**config.mk**
```make
export PLATFORM = sky130hd
export DESIGN_NAME = fnn_layer_ctrl
export DESIGN_NICKNAME = d
export VERILOG_FILES = /design/src/rtl/fnn_layer_ctrl.sv
export SDC_FILE = /design/constraint.sdc
export NUM_CORES = 1
export LEC_CHECK = 0
export BUFFER_PORTS_ARGS = -buffer_cell sky130_fd_sc_hd__buf_2
export CAP_MARGIN = 20
export CORE_MARGIN = 3
export CORE_UTILIZATION = 35
export DETAILED_ROUTE_END_ITERATION = 7
export GPL_TIMING_DRIVEN = 1
export PLACE_DENSITY = 0.66
export SETUP_SLACK_MARGIN = 0.02
export SYNTH_ARGS = -nofsm -noshare
export SYNTH_HDL_FRONTEND = slang
export SYNTH_SLANG_ARGS = --single-unit
```
**constraint.sdc**
```tcl
create_clock -name clk -period 16.8 [get_ports clk]
set_input_delay 1.68 -clock clk [delete_from_list [all_inputs] [get_ports clk]]
set_output_delay 1.68 -clock clk [all_outputs]
set_load 0.01 [all_outputs]
```
**src/rtl/fnn_layer_ctrl.sv**
```systemverilog
// -----------------------------------------------------------------------------
// fnn_layer_ctrl
//   Sequences one fully connected layer. An input activation vector arrives as
//   a valid/ready stream and is broadcast, registered, to every neuron. The
//   controller then waits for each neuron's outvalid pulse, captures the
//   neuron outputs, and serialises the results to the next layer as a
//   valid/ready stream with a last flag.
//
// Ports
//   clk, rst           clock; asynchronous active-high reset
//   in_data/valid/ready     input activation stream
//   neuron_in/_valid        registered broadcast to all neurons
//   neuron_out/_outvalid    packed neuron results and per-neuron pulses
//   out_data/valid/ready/last  result stream to the next layer
//   busy                    controller is not idle
//   err_timeout             sticky: WAIT expired before all neurons answered
//   err_spurious            sticky: neuron pulse seen in IDLE or DRAIN
//   err_clr                 synchronous clear of both sticky errors
// -----------------------------------------------------------------------------
module fnn_layer_ctrl #(
   parameter int numNeuron     = 30,
   parameter int numWeight     = 784,
   parameter int dataWidth     = 16,
   parameter int timeoutCycles = 64
) (
   input  logic                           clk,
   input  logic                           rst,
   input  logic [dataWidth-1:0]           in_data,
   input  logic                           in_valid,
   output logic                           in_ready,
   output logic [dataWidth-1:0]           neuron_in,
   output logic                           neuron_in_valid,
   input  logic [numNeuron*dataWidth-1:0] neuron_out,
   input  logic [numNeuron-1:0]           neuron_outvalid,
   output logic [dataWidth-1:0]           out_data,
   output logic                           out_valid,
   input  logic                           out_ready,
   output logic                           out_last,
   output logic                           busy,
   output logic                           err_timeout,
   output logic                           err_spurious,
   input  logic                           err_clr
);

   localparam int CNT_W  = $clog2(numWeight + 1);
   localparam int WAIT_W = (timeoutCycles > 1) ? $clog2(timeoutCycles) : 1;
   localparam int IDX_W  = (numNeuron > 1) ? $clog2(numNeuron) : 1;

   typedef enum logic [1:0] {IDLE, FEED, WAIT, DRAIN} state_t;

   state_t                 state_q, state_d;
   logic [CNT_W-1:0]       in_cnt;
   logic [WAIT_W-1:0]      wait_cnt;
   logic [IDX_W-1:0]       idx;
   logic [numNeuron-1:0]   done;
   logic [dataWidth-1:0]   cap [numNeuron];

   logic xfer;
   logic capturing;
   logic all_done;
   logic timeout_evt;
   logic spurious_evt;
   logic drain_beat;
   logic drain_last;

   assign xfer         = in_valid & in_ready;
   assign capturing    = (state_q == FEED) || (state_q == WAIT);
   // Pulses arriving in the same cycle count toward completion.
   assign all_done     = &(done | neuron_outvalid);
   assign timeout_evt  = (state_q == WAIT) && !all_done &&
                         (wait_cnt == WAIT_W'(timeoutCycles - 1));
   assign spurious_evt = ((state_q == IDLE) || (state_q == DRAIN)) && (|neuron_outvalid);
   assign drain_beat   = (state_q == DRAIN) && out_ready;
   assign drain_last   = drain_beat && (idx == IDX_W'(numNeuron - 1));

   // State register
   always_ff @(posedge clk or posedge rst) begin
      if (rst) state_q <= IDLE;
      else     state_q <= state_d;
   end

   // Next state and stream-side outputs
   // NOTE: every signal driven here gets a default first, so no path can leave one unassigned and infer a latch.
   always_comb begin
      state_d   = state_q;
      in_ready  = 1'b0;
      busy      = 1'b1;
      out_valid = 1'b0;
      out_last  = 1'b0;
      out_data  = '0;
      case (state_q)
         IDLE: begin
            in_ready = 1'b1;
            busy     = 1'b0;
            if (xfer) state_d = (numWeight == 1) ? WAIT : FEED;
         end
         FEED: begin
            in_ready = 1'b1;
            if (xfer && (in_cnt == CNT_W'(numWeight - 1))) state_d = WAIT;
         end
         WAIT: begin
            if (all_done || timeout_evt) state_d = DRAIN;
         end
         DRAIN: begin
            out_valid = 1'b1;
            out_last  = (idx == IDX_W'(numNeuron - 1));
            // Neurons that never answered drain as zero.
            out_data  = done[idx] ? cap[idx] : '0;
            if (drain_last) state_d = IDLE;
         end
         default: state_d = IDLE;
      endcase
   end

   // Broadcast register and sequencing counters
   // NOTE: sequential state uses non-blocking assignments so every register samples pre-edge values.
   always_ff @(posedge clk or posedge rst) begin
      if (rst) begin
         neuron_in       <= '0;
         neuron_in_valid <= 1'b0;
         in_cnt          <= '0;
         wait_cnt        <= '0;
         idx             <= '0;
      end else begin
         neuron_in_valid <= xfer;
         if (xfer) begin
            neuron_in <= in_data;
            in_cnt    <= (state_q == IDLE) ? CNT_W'(1) : in_cnt + CNT_W'(1);
         end
         if (state_q == WAIT) wait_cnt <= wait_cnt + WAIT_W'(1);
         if (drain_beat)      idx      <= idx + IDX_W'(1);
         if (drain_last) begin
            in_cnt   <= '0;
            wait_cnt <= '0;
            idx      <= '0;
         end
      end
   end

   // Capture of neuron results
   // NOTE: the capture array is a small register file, not RAM, so it is reset along with the done mask.
   always_ff @(posedge clk or posedge rst) begin
      if (rst) begin
         done <= '0;
         for (int k = 0; k < numNeuron; k++) cap[k] <= '0;
      end else if (drain_last) begin
         done <= '0;
      end else if (capturing) begin
         for (int k = 0; k < numNeuron; k++) begin
            if (neuron_outvalid[k]) begin
               cap[k]  <= neuron_out[k*dataWidth +: dataWidth];
               done[k] <= 1'b1;
            end
         end
      end
   end

   // Sticky errors: a set event in the same cycle wins over err_clr.
   always_ff @(posedge clk or posedge rst) begin
      if (rst) begin
         err_timeout  <= 1'b0;
         err_spurious <= 1'b0;
      end else begin
         if (timeout_evt)  err_timeout <= 1'b1;
         else if (err_clr) err_timeout <= 1'b0;
         if (spurious_evt) err_spurious <= 1'b1;
         else if (err_clr) err_spurious <= 1'b0;
      end
   end

endmodule

```
==> impl_metrics.csv, run 1 <==
group,metric,value,unit
status,status,"finished clean",
timing,final_hold_viol_count,0,
cts,cts_num_sinks,552,
timing,fin_worst_skew,0.02213,ns
pwr,p_seq_share,44.2,%
yosys,synth_compound_area_share,4.878,%
timing,slew-limit-headroom,22.59,%
floorplan,dieHeight,284.2,um
grt,grt_pass1_wl,136200,um
worst_hold_path,holdCritPathClass,"reg2reg",
yosys,synth_top_family_by_area,"multiplexers",
timing,rsz0062_at_grt,"no",
timing,period_needed,6.386,ns
placement,globalplace.congestion,0.9015,
yosys,yosys.area_share.adder,0.3696,%
pwr,p_per_area,105.4,mW/mm^2
grt,grt_pass1_vias,19740,
setup_path,crit_type,"reg2out",
timing,tightest_slew,1.161,ns
setup_path,worstSetupEndpoint,"out_data[6]",
final_layout,stdcell_area,0.03305,sq mm
floorplan,design.core.area,0.07633,sq mm
drt,drtIter0Drc,1244,
setup_path,rrSetupSlack,12.29,ns
setup_path,timing.rr.start,"idx[0]",
cts,cts_buffers,67,
yosys,synth_ff_type,"dfrtp_1",
yosys,syn-cell-area,0.02708,sq mm
final_layout,multi_input_area,0.01245,sq mm
job,maxCapViolCount,0,
cts,cts_hold_buf,0,
pwr,power.leakage,14.92,nW
timing,setup_viol,0,
pwr,vdd_drop_max,0.06708,mV
yosys,synth_xor_xnor_area_share,0.1293,%
cts,cts_resized,0,
yosys,synth.distinct_cells,52,
floorplan,ios,570,
grt,grt_overflow_total,0,
placement,port_buffers,569,
floorplan,initial_core_util,35.48,%
drt,wl_per_cell,27.25,um
floorplan,die_area,0.08076,sq mm
pwr,power_frac_comb,12.5,%
final_layout,final_cell_mix,"569 x buf_2, 547 x dfrtp_1, 300 x mux2_4",
yosys,synth_mux_area_share,34.54,%
drt,wl,94340,um
final_layout,fillerInstances,6991,
cts,post_cts_buffers,0,
placement,placed_area,0.03069,sq mm
yosys,yosys_warnings,0,
final_layout,syn2layout_area_growth,22.03,%
final_layout,seq_area,0.01382,sq mm
yosys,synth-seq-cells,552,
timing,fmax,0.1566,GHz
drt,firstDrtPassIters,5,
pwr,power.total,3.482,mW
setup_path,startpoint,"idx[0]",
pwr,p_sw,0.8717,mW
floorplan,rows,101,
setup_path,r2r-end,"cap[293]",
yosys,ys_seq_area_share,51.00,%
setup_path,critPathArrivalTime,4.71,ns
final_layout,drive_above_1_share,56.05,%
yosys,syn_inst,1795,
cts,path_clk_slew,0.07,ns
final_layout,nNetsFinal,2895,
final_layout,finish.utilization,43.30,%
grt,grt_max_degree,191,
cts,cts_max_path_buffers,3,
setup_path,crit_path_end_kind,"primary output",
yosys,async_reset_ff_share,100.0,%
drt,vias,18370,
floorplan,die_w,284.2,um
grt,grt_use_total,22.78,%
final_layout,layout_commonest_cell,"buf_2",
drt,ant_nets,0,
grt,grt_antenna_before_repair,28,
setup_path,critPathRequiredTime,15.12,ns
cts,root_buffer,"clkbuf_16",
pwr,p_clk_share,43.4,%
cts,h-tree-depth,3,
drt,vias_per_cell,5.306,
cts,cts_tree,"built",
yosys,syn-mean-instance-area,15.09,sq um
pwr,swShare,25.03,%
cts,clk_latency,0.61,ns
timing,drv_slew,0,
timing,setup-tns-final,0,ns
placement,place_hpwl,69660,um
yosys,syn_nets,2334,
drt,drc,0,
pwr,internal_power,2.610,mW
setup_path,cp-start-kind,"register",
setup_path,r2r_cells,10,
yosys,synth_simple_gate_area_share,6.019,%
setup_path,crit_fanout,48,
timing,fin_crit_sh,38.01,%
yosys,synth-edff-count,0,
[through the flow]
stage               hold WS [ns]  setup slack [ns]  std cells
floorplan                 0.4508             7.608       1795
global placement          0.4525             10.91       3313
detailed placement        0.4588             10.87       3316
CTS                       0.4704             10.18       3434
global route              0.4922             10.09       3459
finish                    0.4656             10.41       3462
[sequential cells by signal, indices dropped and copies added, names as in the netlist, 2 cells and up]
signal,flops
cap,480
done,30
idx,5
in_cnt,10
neuron_in,16
state_q,2
wait_cnt,6
[power by group through the flow]
stage | Combinational [mW] | Sequential, mW | Clock, mW
3_5_place_dp | 0.435 | 1.56 | 0
6_report | 0.434 | 1.54 | 1.51
3_3_place_gp | 0.424 | 1.55 | 0
2_1_floorplan | 0.282 | 1.53 | 0
4_1_cts | 0.438 | 1.54 | 1.54
5_1_grt | 0.463 | 1.55 | 1.59
[critical path: stages (launching register included)]
cell     delay, ns
dfrtp_4       0.65
buf_4         0.76
buf_4         0.82
mux4_2        0.59
a22oi_1       0.46
nand2_1       0.27
o211a_1       0.32
buf_2         0.16
[metal layers]
metal	share of wire (%)	track usage, %
met5	0.036	0
met4	3.0	7.935
met3	6.2	3.953
met2	48	36.48
met1	43	31.29
[area by class of cell]
type                            instances  area share, %
Antenna cell                           27         0.2044
Clock buffer                           95          5.913
Clock inverter                         23         0.9578
Inverter                               10         0.1249
Multi-Input combinational cell       1128          37.66
Sequential cell                       552          41.83
Tap cell                             1030          3.899
Timing Repair Buffer                  597          9.419
[Yosys cell counts, drive strengths merged, types with 2 or more instances]
cell    count  share of area [%]
dfrtp     552                 51
mux2      514                 26
nand2     110                3.3
mux4       87                7.2
buf        73                2.5
a21oi      69                1.3
nor2       57               0.79
o21ai      57                1.1
mux2i      48                1.8
o22ai      36               0.83
clkbuf     32               0.44
a22oi      19               0.53
nor2b      18               0.45
nand3      16               0.30
and3       13               0.30
inv        10               0.14
nor4       10               0.23
o211a       9               0.33
o311ai      9               0.29
ha          8               0.37
nor3        7               0.13
a211oi      4               0.11
a221oi      4               0.13
nand4       4              0.092
and4        3               0.12
nand3b      3              0.083
o31ai       3              0.083
or2         3              0.069
xor2        3              0.097
and2        2              0.046
o221ai      2              0.065
[how the worst min path moves through the flow]
stage                  startpoint       endpoint  slack (ns)  depth (start not counted)
floorplan               in_cnt[9]      in_cnt[9]        0.45                          1
global placement     neuron_in[3]   neuron_in[3]        0.45                          2
detailed placement   neuron_in[3]   neuron_in[3]        0.46                          2
CTS                  neuron_in[5]   neuron_in[5]        0.47                          2
global route         neuron_in[4]   neuron_in[4]        0.49                          2
finish              neuron_in[10]  neuron_in[10]        0.47                          2
[kinds of logic (layout without fill, tap and decap cells)]
family / after synthesis / count (layout)
xor+xnor: 4 / 4
buf+inv: 115 / 725
other cells: 0 / 27
simple gates: 249 / 249
mux: 649 / 649
compound gates: 218 / 218
fa+ha+maj: 8 / 8
flops: 552 / 552
(Power assumes the default switching activity.)
==> run 2: changes to the inputs <==
--- a/config.mk
+++ b/config.mk
@@ -5,13 +5,14 @@
 export SDC_FILE = /design/constraint.sdc
 export NUM_CORES = 1
 export LEC_CHECK = 0
+export ABC_AREA = 1
 export BUFFER_PORTS_ARGS = -buffer_cell sky130_fd_sc_hd__buf_2
 export CAP_MARGIN = 20
 export CORE_MARGIN = 3
 export CORE_UTILIZATION = 35
 export DETAILED_ROUTE_END_ITERATION = 7
 export GPL_TIMING_DRIVEN = 1
-export PLACE_DENSITY = 0.66
+export PLACE_DENSITY = 0.64
 export SETUP_SLACK_MARGIN = 0.02
 export SYNTH_ARGS = -nofsm -noshare
 export SYNTH_HDL_FRONTEND = slang
==> constraint.sdc (replaced) <==
create_clock -name clk -period 5.9 [get_ports clk]
set_input_delay 0.59 -clock clk [delete_from_list [all_inputs] [get_ports clk]]
set_output_delay 0.59 -clock clk [all_outputs]
set_load 0.01 [all_outputs]
==> impl_metrics.csv, run 2 <==
group,metric,value,unit
cts,cts_tree,"built",
cts,cts_num_sinks,552,
drt,firstDrtPassIters,6,
final_layout,top_regs,"cap: 480 flops, done: 30 flops, neuron_in: 16 flops",
floorplan,rows,101,
yosys,yosysTopAreaCell,"dfrtp_1",
yosys,synth_mux_area_share,7.022,%
timing,fmax,0.2179,GHz
setup_path,crit_fanout,61,
yosys,yosys.area_share.adder,0.3696,%
cts,cts_max_path_buffers,3,
yosys,synth_simple_gate_area_share,22.06,%
yosys,synth-edff-count,0,
yosys,synth_xor_xnor_area_share,0.06468,%
floorplan,die_area,0.08075,sq mm
yosys,async_reset_ff_share,100.0,%
final_layout,stdcell_area,0.03276,sq mm
placement,pre_cts_slack,1.958,ns
setup_path,crit_path_end_kind,"primary output",
floorplan,dieHeight,284.2,um
setup_path,critPathArrivalTime,4.00,ns
yosys,yosys_warnings,0,
placement,port_buffers,569,
floorplan,initial_core_util,35.48,%
placement,placed_area,0.03048,sq mm
final_layout,final_cell_mix,"679 x nand2_1, 569 x buf_2, 550 x dfrtp_1",
yosys,synth_top_cell_area_share,51.00,%
yosys,synth_top_family_by_area,"simple AND/OR/NAND/NOR gates",
final_layout,largest_reg_flops,480,
cts,root_buffer,"clkbuf_16",
cts,path_clk_slew,0.06,ns
grt,grt_use_total,24.29,%
setup_path,critPathMostFrequentCell,"nand2_1",
drt,wl,100700,um
pwr,p_per_area,571.2,mW/mm^2
drt,ant_nets,0,
floorplan,die_w,284.2,um
grt,grt_max_degree,188,
timing,timing.hold.ws,0.1903,ns
final_layout,nNetsFinal,4294,
timing,period_needed,4.590,ns
placement,globalplace.congestion,0.8967,
grt,grt_pass1_wl,147600,um
yosys,netlist_top_cells_area,"dfrtp_1 51%, nand2_1 9.4%, mux2_2 7.0%",
yosys,ys_seq_area_share,51.00,%
setup_path,critPathRequiredTime,5.31,ns
floorplan,ios,570,
timing,drv_slew,0,
placement,place_hpwl,74760,um
setup_path,path_cells,"buf_4 > buf_4 > nand3_1 > nand3_1 > nand3_1 > nand2_1 > nand2_1 > nand2_1 > nand2_1 > inv_1 > buf_2",
yosys,syn-cell-area,0.02708,sq mm
yosys,syn_inst,3271,
pwr,power.total,18.72,mW
yosys,synth-seq-cells,552,
final_layout,syn2layout_area_growth,20.98,%
timing,setup-tns-final,0,ns
yosys,synth_most_common_cell,"nand2_1",
yosys,synth.distinct_cells,38,
setup_path,slowest_delay,0.94,ns
floorplan,design.core.area,0.07633,sq mm
grt,grt_pass1_vias,23390,
status,status,"finished clean",
cts,cts_buffers,68,
setup_path,crit_path_top_delay_cell,"dfrtp_4",
job,maxCapViolCount,0,
final_layout,top_register,"cap",
timing,final_hold_viol_count,0,
timing,fin_ws,1.310,ns
drt,vias_per_cell,4.945,
cts,post_cts_buffers,0,
final_layout,drive_above_1_share,23.96,%
timing,setup_viol,0,
timing,rsz0062_at_grt,"no",
grt,grt_overflow_total,0,
setup_path,cp-start-kind,"register",
yosys,syn_nets,3810,
pwr,vdd_drop_max,0.3864,mV
drt,drtIter0Drc,1830,
timing,slew-limit-headroom,32.58,%
setup_path,crit_type,"reg2out",
grt,grt_antenna_before_repair,45,
pwr,power.leakage,16.95,nW
yosys,synth_ff_type,"dfrtp_1",
yosys,synth_compound_area_share,10.06,%
timing,fin_worst_skew,0.02154,ns
timing,tightest_slew,1.010,ns
drt,wl_per_cell,20.76,um
yosys,synth.top_cells.by_count,"679 x nand2_1, 552 x dfrtp_1, 440 x nor2_1",
worst_hold_path,holdCritPathClass,"in2reg",
yosys,syn-mean-instance-area,8.279,sq um
final_layout,layout_commonest_cell,"nand2_1",
cts,clk_latency,0.59,ns
cts,h-tree-depth,3,
drt,vias,23980,
timing,fin_crit_sh,77.80,%
drt,drc,0,
==> run 2: cell types whose count changed after synthesis, sizes merged, moves of 33 or more <==
cell,delta
mux4,-87
mux2i,-47
o22ai,-34
mux2,-346
nor2,+386
a21oi,+282
o211ai,+33
buf,+67
inv,+396
nand2,+571
nand3,+268
o21ai,+56
==> run 2: stage by stage <==
stage          instances  utilization (%)
2_1_floorplan       3271                -
3_3_place_gp        4714            39.93
3_5_place_dp        4714            39.93
4_1_cts             4828            42.85
5_1_grt             4832            42.87
6_report            4850            42.93
==> run 2: critical path: cells and delay by family (launching register included) <==
family	cells	cell delay, ns
flops	1	0.94
buf+inv	4	1.57
simple gates	7	0.83
==> run 2: path summary, 6_finish.rpt <==
check                             start           end  slack, ns  cells past startpoint
max reg2reg                      idx[1]      cap[186]       2.21                      7
min in group asynchronous           rst      cap[376]       0.47                      3
min reg2reg                neuron_in[3]  neuron_in[3]       0.48                      2
max in group asynchronous           rst      cap[109]       3.85                      5
max                              idx[1]   out_data[7]       1.31                     11
min                          in_data[0]  neuron_in[0]       0.19                      3
==> run 2: routing by layer <==
metal,part of all wire (%),global-route usage [%]
met1,41,31.64
met2,46,38.50
met3,7.7,6.135
met4,4.4,10.20
met5,0.23,0
==> run 2: where the power goes <==
part	total (mW)	internal [mW]	switching, mW
Clock	4.23	2.55	1.68
Sequential	6.33	5.54	0.795
Combinational	8.16	2.79	5.37
==> run 2: what timing repair did <==
| action | CTS | global route |
|---|---|---|
| gates resized for setup | 0 | 0 |
| hold endpoints to repair | 6 | 0 |
| hold buffers | 1 | 0 |
==> run 2: kinds of logic (layout without fill, tap and decap cells) <==
logic type,count (synthesis),after routing
xor gates and xnor gates,2,2
DFF,552,552
AOI/OAI and AO/OA,518,518
and+or+nand+nor,1432,1432
adders and majority gates,8,8
other,0,22
muxes,169,169
buffers and inverters,590,1117
==> run 2: cell type report <==
type                       instances  area (sq um)
fill                            7743         43560
sequential                       552         13820
multi-input combinational       2129         10720
timing repair buffer             596          3115
clock buffer                      93          1969
inverter                         408          1543
tap                             1030          1289
clock inverter                    20         250.2
antenna                           22         55.05
==> run 3: changes to the inputs <==
--- a/config.mk
+++ b/config.mk
@@ -5,14 +5,14 @@
 export SDC_FILE = /design/constraint.sdc
 export NUM_CORES = 1
 export LEC_CHECK = 0
-export ABC_AREA = 1
+export ABC_AREA = 0
 export BUFFER_PORTS_ARGS = -buffer_cell sky130_fd_sc_hd__buf_2
 export CAP_MARGIN = 20
 export CORE_MARGIN = 3
 export CORE_UTILIZATION = 35
 export DETAILED_ROUTE_END_ITERATION = 7
 export GPL_TIMING_DRIVEN = 1
-export PLACE_DENSITY = 0.64
+export PLACE_DENSITY = 0.66
 export SETUP_SLACK_MARGIN = 0.02
 export SYNTH_ARGS = -nofsm -noshare
 export SYNTH_HDL_FRONTEND = slang
==> constraint.sdc (replaced) <==
create_clock -name clk -period 3.9 [get_ports clk]
set_input_delay 0.39 -clock clk [delete_from_list [all_inputs] [get_ports clk]]
set_output_delay 0.39 -clock clk [all_outputs]
set_load 0.01 [all_outputs]
==> impl_metrics.csv, run 3 (same netlist as run 1, synthesis figures left out) <==
group,metric,value,unit
setup_path,crit_type,"reg2out",
cts,cts_max_path_buffers,3,
setup_path,critPathRequiredTime,3.51,ns
timing,setup_viol,0,
placement,dp_cells,3345,
cts,root_buffer,"clkbuf_16",
grt,grt_pass1_vias,21130,
pwr,p_per_area,425.5,mW/mm^2
final_layout,final_cell_mix,"569 x buf_2, 547 x dfrtp_1, 300 x mux2_4",
grt,grt_pass1_wl,139900,um
floorplan,die_area,0.08076,sq mm
setup_path,crit_path_end_kind,"primary output",
final_layout,largest_reg_flops,480,
setup_path,critPathArrivalTime,3.28,ns
final_layout,fillerInstances,6755,
timing,timing.hold.ws,0.02985,ns
placement,place_hpwl,71050,um
final_layout,top_register,"cap",
drt,vias_per_cell,5.177,
setup_path,startpoint,"idx[0]",
timing,slew-limit-headroom,34.50,%
drt,wl,95860,um
setup_path,path_buf_inv,2,
final_layout,multi_input_area,0.01245,sq mm
grt,grt_use_total,23.42,%
drt,vias,19080,
final_layout,syn2layout_area_growth,30.23,%
timing,rsz0062_at_grt,"no",
timing,fin_ws,0.2266,ns
final_layout,finish.utilization,46.21,%
final_layout,drive_above_1_share,52.24,%
setup_path,crit_path_top_delay_cell,"dfrtp_4",
grt,grt_overflow_total,0,
drt,ant_nets,0,
cts,cts_tree,"built",
pwr,power.total,15.01,mW
drt,drc,0,
cts,h-tree-depth,3,
cts,cts_num_sinks,552,
status,status,"finished clean",
job,maxCapViolCount,0,
final_layout,nNetsFinal,3122,
placement,globalplace.congestion,0.9016,
timing,drv_slew,0,
placement,port_buffers,569,
grt,grt_antenna_before_repair,31,
drt,firstDrtPassIters,5,
cts,cts_buffers,66,
setup_path,path_cells,"buf_6 > mux4_2 > a22oi_1 > nand2_1 > o211a_1 > buf_2",
floorplan,initial_core_util,35.48,%
timing,period_needed,3.673,ns
floorplan,dieHeight,284.2,um
timing,tightest_slew,0.9805,ns
worst_hold_path,min-delay-start,"neuron_out[172]",
timing,final_hold_viol_count,0,
setup_path,slowest_delay,0.60,ns
final_layout,instances_no_fill,3685,
timing,fin_worst_skew,0.02060,ns
drt,wl_per_cell,26.01,um
pwr,vdd_drop_max,0.2883,mV
setup_path,timing.rr.start,"state_q[0]",
setup_path,rrSetupSlack,0.72,ns
timing,fin_crit_sh,94.19,%
floorplan,design.core.area,0.07633,sq mm
final_layout,seq_area,0.01382,sq mm
floorplan,die_w,284.2,um
cts,path_clk_slew,0.06,ns
floorplan,rows,101,
final_layout,layout_commonest_cell,"buf_2",
worst_hold_path,holdCritPathClass,"in2reg",
pwr,power.leakage,15.89,nW
grt,grt_max_degree,95,
timing,setup-tns-final,0,ns
placement,pre_cts_slack,0.6640,ns
final_layout,top_regs,"cap: 480 flops, done: 30 flops, neuron_in: 16 flops",
placement,placed_area,0.03099,sq mm
setup_path,crit_fanout,24,
final_layout,stdcell_area,0.03527,sq mm
setup_path,path_delay_family,"compound AO/OA/AOI/OAI gates",
drt,drtIter0Drc,1207,
cts,clk_latency,0.59,ns
floorplan,ios,570,
setup_path,cp-start-kind,"register",
timing,fmax,0.2722,GHz
## run 3: changes by cell type in the layout (fill, tap and decap cells not counted), moves of 30 or more
| cell | previous run | this run |
|---|---|---|
| dlygate4sd3_1 | 1 | 200 |
| mux4_2 | 0 | 87 |
| mux2i_1 | 1 | 48 |
| nor2_1 | 439 | 57 |
| nand2_8 | 0 | 30 |
| o22ai_1 | 2 | 35 |
| nand2_1 | 679 | 79 |
| mux2_2 | 168 | 214 |
| a21oi_1 | 351 | 69 |
| nand3_1 | 255 | 16 |
| o211ai_1 | 34 | 1 |
| inv_1 | 400 | 9 |
| o21ai_0 | 111 | 57 |
| mux2_4 | 0 | 300 |
## run 3: worst paths after layout
path / endpoint / cells past startpoint
min in group asynchronous: cap[455] / 3
hold reg to reg: neuron_in[10] / 2
setup / recovery: out_data[4] / 6
max in group asynchronous: cap[36] / 5
setup reg to reg: in_cnt[4] / 8
hold / removal: cap[316] / 2
## run 3: layout make-up
cell class	count	area share [%]
Sequential cell	552	39.19
Clock inverter	19	0.6704
Inverter	10	0.1171
Tap cell	1030	3.654
Multi-Input combinational cell	1128	35.30
Timing Repair Buffer	825	15.31
Clock buffer	96	5.580
Antenna cell	25	0.1774
## run 3: report_power, final
part	switching (mW)	internal (mW)	leakage, nW	total (mW)
Clock	2.48	3.83	1.09	6.31
Combinational	0.868	1.21	8.44	2.07
Sequential	0.346	6.28	6.37	6.63
Total	3.69	11.3	15.9	15.0
## run 3: what timing repair did
action                                  in CTS  in global routing
hold buffers                               200                  0
endpoints found under the hold margin      224                  0
resized for setup                            1                  1
cloned                                       0                  0
setup buffers                                0                  0
endpoints found under the setup margin       2                  1
pin swaps                                    0                  0
## run 3: worst register-to-register path: stages, from the launching register on
cell	delay [ns]
dfrtp_1	0.37
inv_1	0.08
ha_1	0.26
or2_2	0.32
nand2_1	0.46
inv_1	0.49
nor2_1	0.60
nor2_1	0.23
a22o_1	0.25
## run 3: per-layer routing
layer / up-vias / share of wire [%] / GRT usage [%]
li1: 8254 / - / -
met1: 9829 / 42 / 30.62
met2: 785 / 47 / 37.29
met3: 199 / 7.4 / 6.095
met4: 10 / 3.5 / 9.144
met5: - / 0.072 / 0
